## src/rtl/add_pkg.sv

```systemverilog
// Shared constants and types for the add block: default operand width,
// operation encoding and statistics counter width.
package add_pkg;

  localparam int DEFAULT_WIDTH = 4;
  localparam int CNT_W         = 16;

  typedef enum logic {
    OP_ADD = 1'b0,
    OP_SUB = 1'b1
  } op_e;

endpackage

```

## src/rtl/add_pipe_reg.sv

```systemverilog
// Width-parameterised pipeline register, one instance per stage.
// Async active-low clear loads RST_VAL; otherwise it captures d every rising edge.
module add_pipe_reg #(
  parameter int           W       = 1,
  parameter logic [W-1:0] RST_VAL = '0
) (
  input  logic         clk,
  input  logic         rst_n,
  input  logic [W-1:0] d,
  output logic [W-1:0] q
);

  always_ff @(posedge clk or negedge rst_n) begin
    if (!rst_n) q <= RST_VAL;
    else        q <= d;
  end

endmodule

```

## src/rtl/add.sv

```systemverilog
// Registered unsigned add/subtract with carry/borrow MSB and zero flag; LATENCY 1 or 2.
// Optional saturating count of MSB-set results when ADD_STATS_EN is defined.
module add
  import add_pkg::*;
#(
  parameter int WIDTH   = DEFAULT_WIDTH,
  parameter int LATENCY = 1
) (
  input  logic             clk,
  input  logic             rst_n,
  input  logic [WIDTH-1:0] a,
  input  logic [WIDTH-1:0] b,
  input  logic             sub,
  output logic [WIDTH:0]   sum,
  output logic             zero
`ifdef ADD_STATS_EN
  ,
  output logic [CNT_W-1:0] carry_cnt
`endif
);

  localparam int OPW = 2 * WIDTH + 1;
  localparam int RSW = WIDTH + 2;

  logic [OPW-1:0]   op_q;
  logic [WIDTH-1:0] a_s;
  logic [WIDTH-1:0] b_s;
  op_e              op_s;
  logic [WIDTH:0]   res;
  logic             res_zero;
  logic [RSW-1:0]   res_q;

  // LATENCY=2 adds an operand stage; LATENCY=1 computes straight from the ports.
  generate
    if (LATENCY == 2) begin : g_op_stage
      add_pipe_reg #(
        .W       (OPW),
        .RST_VAL ({OPW{1'b0}})
      ) u_op_reg (
        .clk   (clk),
        .rst_n (rst_n),
        .d     ({sub, a, b}),
        .q     (op_q)
      );
    end else begin : g_no_op_stage
      assign op_q = {sub, a, b};
    end
  endgenerate

  always_comb begin
    op_s     = op_e'(op_q[OPW-1]);
    a_s      = op_q[2*WIDTH-1:WIDTH];
    b_s      = op_q[WIDTH-1:0];
    res      = (op_s == OP_SUB) ? ({1'b0, a_s} - {1'b0, b_s})
                                : ({1'b0, a_s} + {1'b0, b_s});
    res_zero = (res[WIDTH-1:0] == '0);
  end

  // zero rides in the same register as sum so the two can never skew.
  add_pipe_reg #(
    .W       (RSW),
    .RST_VAL ({1'b1, {(WIDTH+1){1'b0}}})
  ) u_res_reg (
    .clk   (clk),
    .rst_n (rst_n),
    .d     ({res_zero, res}),
    .q     (res_q)
  );

  assign sum  = res_q[WIDTH:0];
  assign zero = res_q[RSW-1];

`ifdef ADD_STATS_EN
  always_ff @(posedge clk or negedge rst_n) begin
    if (!rst_n) begin
      carry_cnt <= '0;
    end else if (res[WIDTH] && (carry_cnt != {CNT_W{1'b1}})) begin
      carry_cnt <= carry_cnt + 1'b1;
    end
  end
`endif

endmodule

```

## config.mk

```make
export PLATFORM = sky130hd
export DESIGN_NAME = add
export DESIGN_NICKNAME = d
export VERILOG_FILES = /design/src/rtl/add_pkg.sv /design/src/rtl/add_pipe_reg.sv /design/src/rtl/add.sv
export SDC_FILE = /design/constraint.sdc
export NUM_CORES = 1
export LEC_CHECK = 0
export CORE_AREA = 2 2 39 41
export CTS_BUF_LIST = sky130_fd_sc_hd__clkbuf_4
export DETAILED_ROUTE_END_ITERATION = 10
export DIE_AREA = 0 0 41 43
export GPL_TIMING_DRIVEN = 1
export SYNTH_ARGS = -nofsm -noshare
export SYNTH_HDL_FRONTEND = slang
export SYNTH_SLANG_ARGS = --single-unit
```

## constraint.sdc

```tcl
create_clock -name clk -period 0.8 [get_ports clk]
set_clock_uncertainty 0.05 [all_clocks]
set_input_delay 0.16 -clock clk [delete_from_list [all_inputs] [get_ports clk]]
set_output_delay 0.16 -clock clk [all_outputs]
set_load 0.05 [all_outputs]
```

==> run_results.csv <==
group,metric,value,unit
global_routing,grt_max_degree,7,
worst_setup_path,critPathCaptureType,"flop",
routing,ant_nets,0,
outcome,violations,"negative setup slack",
logic_synthesis,ys_types,19,
logic_synthesis,synth_warnings,0,
logic_synthesis,synth_most_common_cell,"inv_1",
placed_design,gp_congestion,0.665,
logic_synthesis,yosysTopAreaCell,"dfrtp_1",
placed_design,place_area,753,µm²
logic_synthesis,synth.area.top_cells,"dfrtp_1 31%, ha_1 16%, xnor2_1 8.8%, dfstp_2 6.6%, inv_1 5.6%",
global_routing,grt_overflow,0,
global_routing,grt_pass1_wl,1.32,mm
routing,wire_per_inst,8.88,µm
pwr,sw_frac_of_total,35.6,%
worst_setup_path,endpoint,"u_res_reg.q[5]$_DFF_PN1_",
pwr,seq_power_share,25.3,%
logic_synthesis,yosysSeqAreaShare,37.9,%
sta,relSlewSlack,83.0,%
global_routing,grt.busiest_layer,"met2",
routing,routed_wl,764,µm
finish,largest_reg_flops,6,
logic_synthesis,syn_nets,58,
finish,final_area,828,µm²
routing,avgViaCountPerCell,4.23,
placed_design,dpl.cell_count,82,
finish,drive_above_1_share,51.4,%
logic_synthesis,synth.top_cell.area_share,31.3,%
finish,syn2layout_area_growth,108,%
routing,drtPass1Iterations,2,
clock_network,clkSlewWorstSetupHoldPaths,50,ps
floorplanning,core,0.00138,mm²
global_routing,antenna_found_initial,0,
pwr,ir_drop,631,µV
sta,tightest_slew,254,ps
worst_setup_path,crit_required,900,ps
logic_synthesis,syn_area_per_cell,9.73,µm²
global_routing,globalRouteMet1Util,8.77,%
placed_design,portBuffers,16,
global_routing,grt_use_met2,22.5,%
sta,fmax,553,MHz
global_routing,track_usage,11.8,%
hold_path,hp-class,"input port to asynchronous set/reset pin",
global_routing,gr-usage-met3,1.57,%
logic_synthesis,synthTopCellsByCount,"6 x inv_1, 5 x dfrtp_1, 5 x ha_1, 5 x nor2_1, 4 x xnor2_1",
finish,top_register,"u_res_reg.q",
sta,hold_viol,0,
logic_synthesis,synth_edf_count,0,
clock_network,clock_path_buffers,2,
floorplanning,die_w,41,µm
pwr,p_int,0.00109,W
clock_network,cts_max_level,1,
worst_setup_path,startpoint,"b[1]",
logic_synthesis,ys.flop_type,"dfrtp_1",
routing,num_vias,364,
floorplanning,start_util,28.8,%
sta,fin_crit_sh,226,%
logic_synthesis,syn_area,399,µm²
finish,instances_no_fill,86,
routing,drc,0,
clock_network,cts_tree,"yes",
pwr,power_leakage,0.377,nW
sta,setup_viol,11,
pwr,clockPowerShare,19.5,%
clock_network,clock_sinks,6,
floorplanning,fp-row-count,14,
global_routing,grt_pass1_vias,376,
sta,slew_viol_final,0,
floorplanning,io_pins,17,
sta,setup_ws,-1010,ps
pwr,p_comb_share,55.2,%
finish,largestRegisters,"u_res_reg.q: 6 flops",
finish,nets,88,
worst_setup_path,critical_path_arrival,1910,ps
clock_network,cts_inserted_buffers,3,
sta,rsz0062_at_grt,"yes",
finish,antenna_cells,0,
pwr,finalPower,0.00170,W
pwr,netSwitchingPower,0.000603,W
flow_run,maxCapViolations,0,
worst_setup_path,cp_max_fo,2,
floorplanning,die_area,0.00176,mm²
sta,tns,-4720,ps
clock_network,cts_root_buf,"clkbuf_4",
logic_synthesis,ys_ff_latch,6,
floorplanning,die_h,43,µm
outcome,status,"finished with violations",
finish,final_core_util,59.9,%
logic_synthesis,syn_inst,41,
sta,fin_crit,1810,ps
worst_setup_path,crit_type,"input port to flop",
pwr,power_density,2050,mW/mm²
placed_design,hpwl,690,µm
clock_network,hold_buffers,0,
logic_synthesis,async_reset_ff_share,100,%
routing,first_iter_violations,1,
worst_setup_path,cp-start-kind,"input port",
worst min-delay path by stage:
stage                                           to  slack (ps)  cells after the start  start
after floorplan           u_res_reg.q[0]$_DFF_PN0_        -190                      0  rst_n
after global placement    u_res_reg.q[0]$_DFF_PN0_         360                      1  rst_n
after detailed placement  u_res_reg.q[0]$_DFF_PN0_         370                      1  rst_n
after CTS                 u_res_reg.q[1]$_DFF_PN0_         100                      1  rst_n
after global routing      u_res_reg.q[1]$_DFF_PN0_         120                      1  rst_n
final                     u_res_reg.q[1]$_DFF_PN0_         100                      1  rst_n
per-layer routing:
layer | vias up | routed length [µm]
met5 | - | 0
met4 | 0 | 0
met3 | 0 | 59
met2 | 15 | 474
met1 | 158 | 230
li1 | 191 | -
cell usage in the layout (no fill, tap or decap), drive strengths merged:
master / synthesis / final
dfstp: 1 / 1
nor2: 5 / 5
buf: 0 / 17
nor3: 1 / 1
fa: 1 / 1
nand3: 1 / 1
dlygate4sd2: 0 / 2
clkdlybuf4s15: 0 / 1
clkbuf: 0 / 4
nand3b: 1 / 1
xnor2: 4 / 4
nand2: 1 / 1
clkdlybuf4s50: 0 / 5
a211o: 1 / 1
or3: 1 / 1
mux2: 1 / 1
o31ai: 1 / 1
nand2b: 1 / 1
ha: 5 / 5
dfrtp: 5 / 5
xor2: 1 / 1
a21oi: 3 / 3
inv: 7 / 7
stage by stage:
step	hold WS, ps	worst slack (ps)
2_1_floorplan	-186	-1080
3_5_place_dp	367	-1840
3_3_place_gp	360	-1800
6_report	96.5	-1010
4_1_cts	99.5	-1040
5_1_grt	121	-1060
what timing repair did:
item	4_1_cts	5_1_grt
gates resized for setup	24	3
buffers inserted	0	0
endpoints found under the setup margin	12	12
pin swaps	8	6
cloned	0	0
power groups by stage:
stage	sequential [W]	combinational, W	clock [W]
final	0.000430	0.000936	0.000331
after global routing	0.000436	0.00101	0.000356
after CTS	0.000431	0.000933	0.000348
after detailed placement	0.000436	0.000916	0
after global placement	0.000433	0.000909	0
after floorplan	0.000640	0.000223	0
critical path: stages:
cell	delay [ps]
buf_12	110
inv_12	40
ha_4	180
mux2_4	270
fa_1	500
inv_1	50
or3_1	350
o31ai_1	240
final cells by class:
type / instances / area [µm²]
fillers: 125 / 556
flip-flops and latches: 6 / 151
well taps: 16 / 20.0
clock buffers: 4 / 30.0
inverters: 7 / 41.3
repair buffers: 25 / 300
multi-input cells: 28 / 285
cells by family (layout without fill, tap and decap cells):
| kind of cell | count (synthesis) | after routing | synth area share (%) |
|---|---|---|---|
| AO/OA/AOI/OAI | 5 | 5 | 7.84 |
| XOR/XNOR | 5 | 5 | 11.0 |
| multiplexers | 1 | 1 | 2.82 |
| buffers and inverters | 7 | 36 | 6.58 |
| flip-flops | 6 | 6 | 37.9 |
| AND/OR/NAND/NOR | 11 | 11 | 13.2 |
| adder cells (fa/ha/maj) | 6 | 6 | 20.7 |
(Power assumes the default switching activity.)
